==> src/rtl/pc_fetch_unit_pkg.sv <==
// Shared definitions for the instruction-fetch stage: datapath width,
// the canonical NOP encoding and the fetch FSM state type.
package pc_fetch_unit_pkg;

   localparam int unsigned XLEN = 32;

   // addi x0, x0, 0
   localparam logic [XLEN-1:0] NOP_INSTR = 32'h0000_0013;

   typedef enum logic [1:0] {
      IDLE  = 2'd0,
      FETCH = 2'd1,
      HOLD  = 2'd2
   } fetch_state_t;

endpackage

==> src/rtl/pc_fetch_unit_pc_incrementer.sv <==
// Sequential next-PC adder: pc + 4, wrapping modulo 2^XLEN.
module pc_incrementer
   import pc_fetch_unit_pkg::*;
(
   input  logic [XLEN-1:0] pc,
   output logic [XLEN-1:0] pc_plus4
);

   assign pc_plus4 = pc + XLEN'(4);

endmodule

==> src/rtl/pc_fetch_unit.sv <==
// Instruction-fetch stage: holds the PC, issues single-outstanding requests
// to instruction memory and presents each fetched word to decode.
// Optional build macro: FETCH_MISALIGN_TRAP_EN (misaligned redirect targets
// are reported on if_fetch_misalign_o instead of being fetched).
module pc_fetch_unit
   import pc_fetch_unit_pkg::*;
#(
   parameter logic [XLEN-1:0] RESET_PC = 32'h0000_0000
) (
   input  logic            clk,
   input  logic            rst,
   input  logic            redirect_i,
   input  logic [XLEN-1:0] redirect_pc_i,
   output logic            imem_req_o,
   output logic [XLEN-1:0] imem_addr_o,
   input  logic            imem_rvalid_i,
   input  logic [XLEN-1:0] imem_rdata_i,
   output logic            if_valid_o,
   input  logic            if_ready_i,
   output logic [XLEN-1:0] if_instr_o,
   output logic [XLEN-1:0] if_pc_o,
   output logic [XLEN-1:0] if_pc_plus4_o
`ifdef FETCH_MISALIGN_TRAP_EN
   ,
   output logic            if_fetch_misalign_o
`endif
);

   fetch_state_t    state_q, state_d;
   logic [XLEN-1:0] pc_q, pc_d;
   logic [XLEN-1:0] addr_q, addr_d;
   logic            kill_q, kill_d;
   logic [XLEN-1:0] instr_q, instr_d;
   logic [XLEN-1:0] ipc_q, ipc_d;
   logic [XLEN-1:0] ipc4_q, ipc4_d;
   logic [XLEN-1:0] target;
   logic [XLEN-1:0] inc_in, inc_out;
   logic            misaligned;
   logic            locked;

`ifdef FETCH_MISALIGN_TRAP_EN
   logic misalign_q, misalign_d;

   assign target     = redirect_pc_i;
   assign misaligned = redirect_i && (redirect_pc_i[1:0] != 2'b00);
   assign locked     = misalign_q;
   assign if_fetch_misalign_o = misalign_q;
`else
   // Low target bits are forced to zero; no misalignment can be observed.
   assign target     = {redirect_pc_i[XLEN-1:2], redirect_pc_i[1:0] & 2'b00};
   assign misaligned = 1'b0;
   assign locked     = 1'b0;
`endif

   // The single incrementer also produces the link value of a trapped target.
   assign inc_in = misaligned ? target : pc_q;

   pc_incrementer u_inc (
      .pc       (inc_in),
      .pc_plus4 (inc_out)
   );

   // State and datapath registers
   always_ff @(posedge clk or posedge rst) begin
      if (rst) begin
         state_q    <= IDLE;
         pc_q       <= RESET_PC;
         addr_q     <= RESET_PC;
         kill_q     <= 1'b0;
         instr_q    <= NOP_INSTR;
         ipc_q      <= RESET_PC;
         ipc4_q     <= RESET_PC + XLEN'(4);
`ifdef FETCH_MISALIGN_TRAP_EN
         misalign_q <= 1'b0;
`endif
      end else begin
         state_q    <= state_d;
         pc_q       <= pc_d;
         addr_q     <= addr_d;
         kill_q     <= kill_d;
         instr_q    <= instr_d;
         ipc_q      <= ipc_d;
         ipc4_q     <= ipc4_d;
`ifdef FETCH_MISALIGN_TRAP_EN
         misalign_q <= misalign_d;
`endif
      end
   end

   // Next-state, next-PC, kill and capture logic; redirect overrides last
   always_comb begin
      state_d = state_q;
      pc_d    = pc_q;
      kill_d  = kill_q;
      instr_d = instr_q;
      ipc_d   = ipc_q;
      ipc4_d  = ipc4_q;
`ifdef FETCH_MISALIGN_TRAP_EN
      misalign_d = misalign_q;
`endif

      case (state_q)
         IDLE: state_d = FETCH;
         FETCH: begin
            if (imem_rvalid_i) begin
               kill_d = 1'b0;
               if (!redirect_i && !kill_q) begin
                  instr_d = imem_rdata_i;
                  ipc_d   = pc_q;
                  ipc4_d  = inc_out;
                  state_d = HOLD;
               end
            end else if (redirect_i) begin
               kill_d = 1'b1;
            end
         end
         HOLD: begin
            if (if_ready_i && !locked) begin
               pc_d    = inc_out;
               state_d = FETCH;
            end
`ifdef FETCH_MISALIGN_TRAP_EN
            // An orphaned response can still land while a trap is held.
            if (imem_rvalid_i) kill_d = 1'b0;
`endif
         end
         default: state_d = IDLE;
      endcase

      if (redirect_i) begin
         pc_d = target;
         if (state_q == HOLD) state_d = FETCH;
`ifdef FETCH_MISALIGN_TRAP_EN
         misalign_d = 1'b0;
         if (misaligned) begin
            state_d    = HOLD;
            misalign_d = 1'b1;
            instr_d    = NOP_INSTR;
            ipc_d      = target;
            ipc4_d     = inc_out;
         end
`endif
      end

      // The request address only moves when no request is left outstanding.
      if (state_q == FETCH && state_d == FETCH && !imem_rvalid_i)
         addr_d = addr_q;
      else
         addr_d = pc_d;
   end

   assign imem_req_o    = (state_q == FETCH);
   assign imem_addr_o   = addr_q;
   assign if_valid_o    = (state_q == HOLD);
   assign if_instr_o    = instr_q;
   assign if_pc_o       = ipc_q;
   assign if_pc_plus4_o = ipc4_q;

endmodule

==> config.mk <==
export PLATFORM = sky130hd
export DESIGN_NAME = pc_fetch_unit
export DESIGN_NICKNAME = d
export VERILOG_FILES = /design/src/rtl/pc_fetch_unit_pkg.sv /design/src/rtl/pc_fetch_unit_pc_incrementer.sv /design/src/rtl/pc_fetch_unit.sv
export SDC_FILE = /design/constraint.sdc
export NUM_CORES = 1
export LEC_CHECK = 0
export ABC_AREA = 1
export CORE_MARGIN = 4
export CORE_UTILIZATION = 52
export CTS_BUF_LIST = sky130_fd_sc_hd__clkbuf_16
export DETAILED_ROUTE_END_ITERATION = 8
export PLACE_DENSITY = 0.85
export SLEW_MARGIN = 20
export SYNTH_ARGS = -nofsm -noshare
export SYNTH_HDL_FRONTEND = slang
export SYNTH_SLANG_ARGS = --single-unit
==> constraint.sdc <==
create_clock -name clk -period 15.5 [get_ports clk]
set_input_delay 2.325 -clock clk [delete_from_list [all_inputs] [get_ports clk]]
set_output_delay 2.325 -clock clk [all_outputs]
set_load 0.02 [all_outputs]
==> results of run 1 <==
where the power goes:
group,switching [W],internal (W),leakage [nW],total (W)
Clock,0.000165,0.000252,0.294,0.000417
Combinational,0.000287,0.000233,2.31,0.000520
Sequential,0.0000661,0.000528,1.95,0.000595
Total,0.000519,0.00101,4.56,0.00153
cell usage in the layout, fill, tap and decap left out, types with 2 or more instances in the layout:
cell type        count
inv_1               48
nor2_4               7
o21ai_1              5
nor2_1              68
dfrtp_1            157
clkbuf_16           17
nor2_2               4
a31oi_1             22
o211ai_1             2
a21oi_1             30
nand3_1             41
or2_2                3
bufinv_16            3
nand4_1              3
clkdlybuf4s50_1    195
inv_6                2
o21ai_0             44
dfstp_2              4
nand2_2              5
clkinv_4             3
nand2_1            379
inv_2                2
xor2_1               9
clkinv_2             6
buf_4                3
o21a_1               2
a21boi_0             2
area by class of cell:
type	instances	area (µm²)	share of cell area, %
tap	176	220.2	2.249
clock inverter	15	166.4	1.699
clock buffer	17	425.4	4.344
inverter	51	196.4	2.006
timing repair buffer	199	1979	20.21
multi-input combinational	632	2771	28.30
sequential	161	4034	41.19
worst min-delay path by stage:
stage | from | endpoint | slack, ps | cells after the start
finish | if_pc_o[6] | if_pc_o[6] | 470 | 2
CTS | if_pc_o[6] | if_pc_o[6] | 470 | 2
floorplan | inc_in[0] | inc_in[0] | 480 | 2
global placement | if_instr_o[0] | if_instr_o[0] | 450 | 2
detailed placement | if_pc_o[3] | if_pc_o[3] | 460 | 2
global route | if_instr_o[6] | if_instr_o[6] | 490 | 2
layer usage:
| layer | GRT usage, % | share of wire (%) |
|---|---|---|
| met2 | 40.34 | 46 |
| met3 | 5.970 | 7.9 |
| met4 | 8.833 | 2.1 |
| met1 | 36.74 | 44 |
| met5 | 0 | 0 |
stage by stage:
stage / hold WS (ps) / cells
3_5_place_dp: 458.1 / 1219
6_report: 470.8 / 1251
5_1_grt: 486.1 / 1251
4_1_cts: 473.0 / 1251
3_3_place_gp: 452.8 / 1219
2_1_floorplan: 475.6 / 885
cells by family after synthesis:
family,count (synthesis)
compound gates,109
xor+xnor,10
fa+ha+maj,1
buf+inv,92
flops,161
simple gates,512
worst max-delay path, delay by kind of cell:
family | cells | cell delay (ps)
buf+inv | 2 | 1560
simple gates | 6 | 1290
state kept, by name (all words and copies together) (netlist names):
signal	count
kill_q	1
inc_in	32
if_pc_plus4_o	30
if_instr_o	32
if_pc_o	32
imem_addr_o	32
state_q	2
synthesized netlist by cell type (2+ instances only):
cell type	number	area, µm²
nand3_1	41	205.2
o21ai_0	44	220.2
a31oi_1	22	137.6
nor2_2	4	25.02
o21ai_1	5	25.02
buf_6	4	45.04
clkbuf_8	5	68.82
inv_1	49	183.9
nor2_4	6	67.56
dfstp_2	4	105.1
nor2_1	69	259.0
nand4_1	3	18.77
buf_4	6	45.04
nand2_2	5	31.28
o21a_1	2	15.01
xor2_1	9	78.83
a21boi_0	2	15.01
clkbuf_1	7	26.28
a21oi_1	30	150.1
dfrtp_1	157	3929
nand2_1	379	1423
inv_2	2	7.510
or2_2	3	18.77
o211ai_1	2	15.01
buf_2	15	75.07
buf_1	3	11.26
==> results.toml, run 1 <==
[power_and_ir_drop]
p_per_area_mw_per_mm2 = 156.4
ir_drop_v = 0.00007903
p_leak_nw = 4.557
fin_total_pwr_w = 0.001532

[floorplan]
die_y_um = 126.2
die_w_um = 126.2
fp.coreArea_mm2 = 0.01345
initial_utilization_pct = 53.99
io_pins = 199
rows = 42
dieArea_mm2 = 0.01592

[placement]
dpl.hpwl_um = 14510
place.gp.congestion = 0.9394
preCtsSetupSlack_ps = 10270
portBuffers = 196
place_area_mm2 = 0.009196

[clocking]
tritoncts = "built"
clockRootBuffer = "clkbuf_16"
clk_path_buf_depth = 2
clk_pin_slew_worst_paths_ps = 60
post_cts_buffers = 0
postCtsHoldBufs = 0
clock_latency_ps = 420
cts.sinks = 161
cts-buffers-inserted = 17
htreeDepth = 4
cts_resized = 0

[synthesis]
synth_edf_count = 0
synth_top_family_by_area = "simple AND/OR/NAND/NOR gates"
yosys.area_share.adder_pct = 0.1723
synth_seq_area_share_pct = 55.54
avgSynthCellArea_um2 = 8.207
synth_fp_nets = 955
synth_seq_cells = 161
syn_area_mm2 = 0.007263
syn_inst = 885
synth_compound_area_share_pct = 8.183
ys_warn_count = 0
ys.flop_type = "dfrtp_1"
async_flop_share_pct = 100.0
synth_xor_area_share_pct = 1.206
synthSimpleGateAreaFrac_pct = 28.41
synthDistinctLibCells = 33
synth_mux_area_share_pct = 0

[finish]
n_antenna_cell = 0
utilization_pct = 72.80
fill_cells = 988
final_cell_area_mm2 = 0.009793
layout-drive-gt1-share_pct = 5.767
syn2layout_area_growth_pct = 34.83
nNetsFinal = 1132

[grt]
grt_pass1_vias = 6376
grt_overflow = 0
grt_max_degree = 94
antenna_found_initial = 0
grt_pass1_wl_um = 32890
grtUsageTotal_pct = 26.12

[timing]
fin_crit_sh_pct = 31.46
fmax_mhz = 205.1
worst_slew_pin_slew_ps = 1118
drv_slew = 0
fin_tns_setup_ps = 0
fin_crit_ps = 4876
skew_ps = 6.454
rsz0062_at_grt = "no"
slew_headroom_pct = 25.27
setup_viol = 0
setup_ws_ps = 10620
hold_violations = 0

[outcome]
status = "complete, no violations"

[hold_path]
hp-class = "flop to flop"

[worst_setup_path]
rrSetupSlack_ps = 12420
path_class = "input port to flop"
crit_end = "imem_addr_o[27]"
end_kind = "flop"
crit_path_frequent_cell = "nand2_1"
worst_setup_path_start_kind = "input port"
cp_max_fo = 31
crit_chain = "clkdlybuf4s50_1 > nand2_1 > inv_1 > nand4_1 > nand2_1 > nand2_1 > nand3_1 > nand2_1"
reg2reg_to = "imem_addr_o[4]"
arrival_ps = 5180
reg2reg_depth = 8
timing.rr.start = "state_q[1]"
crit_start = "if_ready_i"
max_stage_delay_ps = 1060
slowest_stage = "inv_1"
required_ps = 15810

[drt]
routed_wl_um = 20610
vias = 6605
drt_iter0_markers = 763
dr.pass1.iters = 9
avgRoutedWirePerCell_um = 16.48
via_per_inst = 5.280
antenna_left = 0
drcViolationCount = 0

[flow_run]
cap_violations = 0
(Power assumes the default switching activity.)
==> inputs of run 2 (changes only) <==
--- a/config.mk
+++ b/config.mk
@@ -7,10 +7,10 @@
 export LEC_CHECK = 0
 export ABC_AREA = 1
 export CORE_MARGIN = 4
-export CORE_UTILIZATION = 52
+export CORE_UTILIZATION = 48
 export CTS_BUF_LIST = sky130_fd_sc_hd__clkbuf_16
 export DETAILED_ROUTE_END_ITERATION = 8
-export PLACE_DENSITY = 0.85
+export PLACE_DENSITY = 0.8
 export SLEW_MARGIN = 20
 export SYNTH_ARGS = -nofsm -noshare
 export SYNTH_HDL_FRONTEND = slang
==> constraint.sdc (replaced) <==
create_clock -name clk -period 4.6 [get_ports clk]
set_input_delay 0.69 -clock clk [delete_from_list [all_inputs] [get_ports clk]]
set_output_delay 0.69 -clock clk [all_outputs]
set_load 0.02 [all_outputs]
==> run 2 against run 1 <==
Final cell count up 1.1%; largest cell class unchanged; worst hold slack worse by 8.4 ps; first-iteration DRC count down 27%; non-clock buffer count up 6; critical endpoint unchanged; power rose to 3.3 times the previous value; register-to-register slack worse by 10000 ps; sequential cell count unchanged; count of clock-buffer cells in the layout unchanged; clock power rose to 3.1 times the previous value; die area up 7.8%.
==> results.toml, run 2 (synthesis results as in run 1) <==
[power_and_ir_drop]
switching_share_pct = 34.53
p_sw_w = 0.001741
pwr-share-seq_pct = 39.7
p_per_area_mw_per_mm2 = 513.5
ir_drop_v = 0.0002785
clockPowerShare_pct = 25.5
p_int_w = 0.003301
p_leak_nw = 4.572
p_comb_share_pct = 34.8

[clocking]
tritoncts = "built"
clk_pin_slew_worst_paths_ps = 60
postCtsHoldBufs = 0
clockRootBuffer = "clkbuf_16"
post_cts_buffers = 0
cts-buffers-inserted = 17
cts_resized = 0
cts.sinks = 161
htreeDepth = 4
clock_latency_ps = 430
clk_path_buf_depth = 2

[outcome]
status = "complete, no violations"

[timing]
fin_crit_ps = 2593
skew_ps = 10.18
setup_viol = 0
worst_slew_pin_slew_ps = 1030
fin_tns_setup_ps = 0
rsz0062_at_grt = "no"
hold_violations = 0
slew_headroom_pct = 31.23
fin_crit_sh_pct = 56.36
fmax_mhz = 385.7
drv_slew = 0

[worst_setup_path]
required_ps = 4910
crit_chain = "clkdlybuf4s50_1 > nand2_1 > buf_4 > inv_1 > nand4_1 > nand2_1 > nand2_1 > nand3_1 > nand2_1"
path_class = "input port to flop"
reg2reg_depth = 10
cp_max_fo = 31
slowest_stage = "inv_1"
worst_setup_path_start_kind = "input port"
timing.rr.start = "state_q[1]"
arrival_ps = 2900
reg2reg_to = "imem_addr_o[27]"
end_kind = "flop"
max_stage_delay_ps = 790
crit_path_frequent_cell = "nand2_1"
rrSetupSlack_ps = 2200

[finish]
n_antenna_cell = 0
final_common_cell = "nand2_1"
nNetsFinal = 1138
syn2layout_area_growth_pct = 35.19
multi_input_area_mm2 = 0.002766
fin_cells = 1265
final_cell_mix = "nand2_1, clkdlybuf4s50_1, dfrtp_1, nor2_1, inv_1"
layout-drive-gt1-share_pct = 6.013
utilization_pct = 66.80
fill_cells = 1192
final_cell_area_mm2 = 0.009819
regArea_mm2 = 0.004034

[floorplan]
die_w_um = 131.0
initial_utilization_pct = 49.41
dieArea_mm2 = 0.01716
fp.coreArea_mm2 = 0.01470
die_y_um = 131.0
rows = 44
io_pins = 199

[drt]
dr.pass1.iters = 5
via_per_inst = 5.145
antenna_left = 0
drcViolationCount = 0
drt_iter0_markers = 557
vias = 6509
avgRoutedWirePerCell_um = 16.20
routed_wl_um = 20490

[grt]
grt_overflow = 0
grtUsageTotal_pct = 24.32
grt_pass1_vias = 6246
grt_pass1_wl_um = 32170
antenna_found_initial = 0
grt_max_degree = 82

[placement]
place_inst = 1232
dpl.hpwl_um = 14800
portBuffers = 196
place_area_mm2 = 0.009268
place.gp.congestion = 0.9567

[hold_path]
worst_hold_path.endpoint = "if_instr_o[4]"
holdPathStages = 2
hp-class = "flop to flop"
min_from = "if_instr_o[4]"

[flow_run]
cap_violations = 0
==> run 2: cell types whose count changed in the layout (fill, tap and decap cells not counted), sizes merged <==
cell | before | now
inv | 52 | 55
clkinv | 10 | 6
bufinv | 3 | 1
clkinvlp | 1 | 4
buf | 4 | 10
==> run 2: final cells by class <==
class / count / area share, %
flip-flops and latches: 161 / 41.08
multi-input cells: 632 / 28.17
repair buffers: 205 / 21.00
clock buffers: 17 / 4.332
well taps: 184 / 2.345
inverters: 51 / 1.988
clock inverters: 15 / 1.083
==> run 2: critical path, delay by kind of cell <==
kind / cells / cell delay (ps)
and+or+nand+nor: 6 / 660
buffers and inverters: 3 / 1550
==> run 2: worst max path at each step <==
stage          slack [ps]               to  cells after the start       start
5_1_grt              1840   imem_addr_o[3]                      8  if_ready_i
2_1_floorplan        1870   if_instr_o[10]                      1         rst
3_5_place_dp         1620   imem_addr_o[4]                      8  if_ready_i
4_1_cts              2050   imem_addr_o[4]                      8  if_ready_i
3_3_place_gp         1660  imem_addr_o[27]                      9  if_ready_i
6_report             2010  imem_addr_o[27]                      9  if_ready_i
==> run 2: metrics by stage <==
stage	setup WS [ps]	power [W]	hold slack, ps
CTS	2045	0.005076	465.6
global route	1839	0.005299	478.9
global placement	1661	0.003743	451.9
detailed placement	1617	0.003786	457.0
finish	2007	0.005043	462.4
floorplan	1870	0.002859	475.6
==> run 2: layer usage <==
metal  wire length (µm)  track usage (%)  up-vias
met3               1557            6.260       45
met5                  0                0        -
met2               9085            36.20      268
met4                590            9.498        0
li1                   -                -     3153
met1               9256            34.25     3043
==> run 2: power by group through the flow <==
stage          combinational [W]  sequential (W)  clock (W)
3_3_place_gp             0.00174         0.00200          0
6_report                 0.00176         0.00200    0.00128
4_1_cts                  0.00177         0.00200    0.00130
2_1_floorplan           0.000454         0.00240          0
5_1_grt                  0.00189         0.00205    0.00137
3_5_place_dp             0.00176         0.00202          0
==> inputs of run 3 (changes only) <==
==> constraint.sdc (replaced) <==
create_clock -name clk -period 2.52 [get_ports clk]
set_input_delay 0.378 -clock clk [delete_from_list [all_inputs] [get_ports clk]]
set_output_delay 0.378 -clock clk [all_outputs]
set_load 0.02 [all_outputs]
==> run 3 against run 2 <==
Sequential share of layout area fell by 0.42 points; critical endpoint is now if_valid_o; critical path type is now flop to output pin; design area is 1.0% higher; non-clock buffer count is 1 higher.
==> results.toml, run 3 (synthesis results as in run 1) <==
[worst_setup_path]
slowest_stage = "clkdlybuf4s50_1"
critPathTopFamily = "buffers and inverters"
cp.buffers_inverters = 2
end_kind = "output pin"
crit_chain = "inv_1 > nor2_2 > clkdlybuf4s50_1"
arrival_ps = 1620
max_stage_delay_ps = 620
path_class = "flop to output pin"
required_ps = 2140
cp_max_fo = 4
worst_setup_path_start_kind = "flop"

[placement]
portBuffers = 196
dpl.hpwl_um = 14830
place_inst = 1234
place.gp.congestion = 0.9272
place_area_mm2 = 0.009295

[finish]
fin_cells = 1266
syn2layout_area_growth_pct = 36.59
final_common_cell = "nand2_1"
nNetsFinal = 1139
final_cell_area_mm2 = 0.009921
utilization_pct = 67.49
final_cell_mix = "nand2_1, clkdlybuf4s50_1, dfrtp_1, nor2_1, inv_1"
n_antenna_cell = 0
layout-drive-gt1-share_pct = 6.007
multi_input_area_mm2 = 0.002766
regArea_mm2 = 0.004034
fill_cells = 1159

[drt]
dr.pass1.iters = 5
antenna_left = 0
avgRoutedWirePerCell_um = 16.17
drt_iter0_markers = 675
vias = 6512
drcViolationCount = 0
via_per_inst = 5.144
routed_wl_um = 20470

[power_and_ir_drop]
p_per_area_mw_per_mm2 = 968.1
ir_drop_v = 0.0004970
pwr-share-seq_pct = 38.1
fin_total_pwr_w = 0.009604
p_sw_w = 0.003175
switching_share_pct = 33.06
p_leak_nw = 4.613
p_int_w = 0.006428
clockPowerShare_pct = 28.6
p_comb_share_pct = 33.3

[timing]
fmax_mhz = 499.5
drv_slew = 0
fin_tns_setup_ps = 0
hold_violations = 0
skew_ps = 7.412
slew_headroom_pct = 52.39
rsz0062_at_grt = "no"
fin_crit_sh_pct = 79.45
worst_slew_pin_slew_ps = 714.2
setup_viol = 0
fin_crit_ps = 2002

[clocking]
clk_pin_slew_worst_paths_ps = 60
tritoncts = "built"
htreeDepth = 4
cts-buffers-inserted = 17
post_cts_buffers = 0
cts_resized = 0
cts.sinks = 161
postCtsHoldBufs = 0
clock_latency_ps = 420
clockRootBuffer = "clkbuf_16"
clk_path_buf_depth = 2

[grt]
grt_overflow = 0
grt_max_degree = 124
grt_pass1_wl_um = 31970
antenna_found_initial = 0
grt_pass1_vias = 6164
grtUsageTotal_pct = 24.21

[floorplan]
initial_utilization_pct = 49.41
rows = 44
die_w_um = 131.0
fp.coreArea_mm2 = 0.01470
die_y_um = 131.0
dieArea_mm2 = 0.01716
io_pins = 199

[outcome]
status = "complete, no violations"

[flow_run]
cap_violations = 0

[hold_path]
hp-class = "input port to flop"
-- run 3: through the flow --
step / setup WS, ps / hold WS [ps]
2_1_floorplan: 102.4 / 466.7
3_3_place_gp: 532.7 / 452.2
3_5_place_dp: 464.8 / 457.1
4_1_cts: 498.3 / 309.6
5_1_grt: 432.2 / 338.7
6_report: 517.9 / 326.4
-- run 3: worst paths after layout --
check	startpoint	endpoint	slack (ps)	depth (start not counted)
setup / recovery	state_q[1]	if_valid_o	520	3
hold / removal	redirect_i	state_q[1]	330	2
setup reg to reg	inc_in[2]	imem_addr_o[12]	670	9
hold reg to reg	if_instr_o[10]	if_instr_o[10]	470	2
max in group asynchronous	rst	state_q[0]	1460	3
min in group asynchronous	rst	if_instr_o[26]	470	3
-- run 3: layout make-up --
cell class              instances  area share (%)
clock buffers                  17           4.288
clock inverters                15           2.018
inverters                      51           1.967
multi-input cells             632           27.88
flip-flops and latches        161           40.66
well taps                     184           2.321
repair buffers                206           20.86
-- run 3: per-layer routing --
layer | up-vias | track usage (%) | wire (µm)
met1 | 3020 | 35.18 | 9029
met5 | - | 0 | 0
met3 | 37 | 5.488 | 1822
met2 | 283 | 36.14 | 9201
li1 | 3172 | - | -
met4 | 0 | 7.864 | 414
-- run 3: power by group through the flow --
stage          clock network, W  registers [W]  logic [W]
2_1_floorplan                 0        0.00439   0.000829
3_3_place_gp                  0        0.00367    0.00317
3_5_place_dp                  0        0.00369    0.00322
4_1_cts                 0.00278        0.00366    0.00324
5_1_grt                 0.00288        0.00373    0.00345
6_report                0.00275        0.00366    0.00320
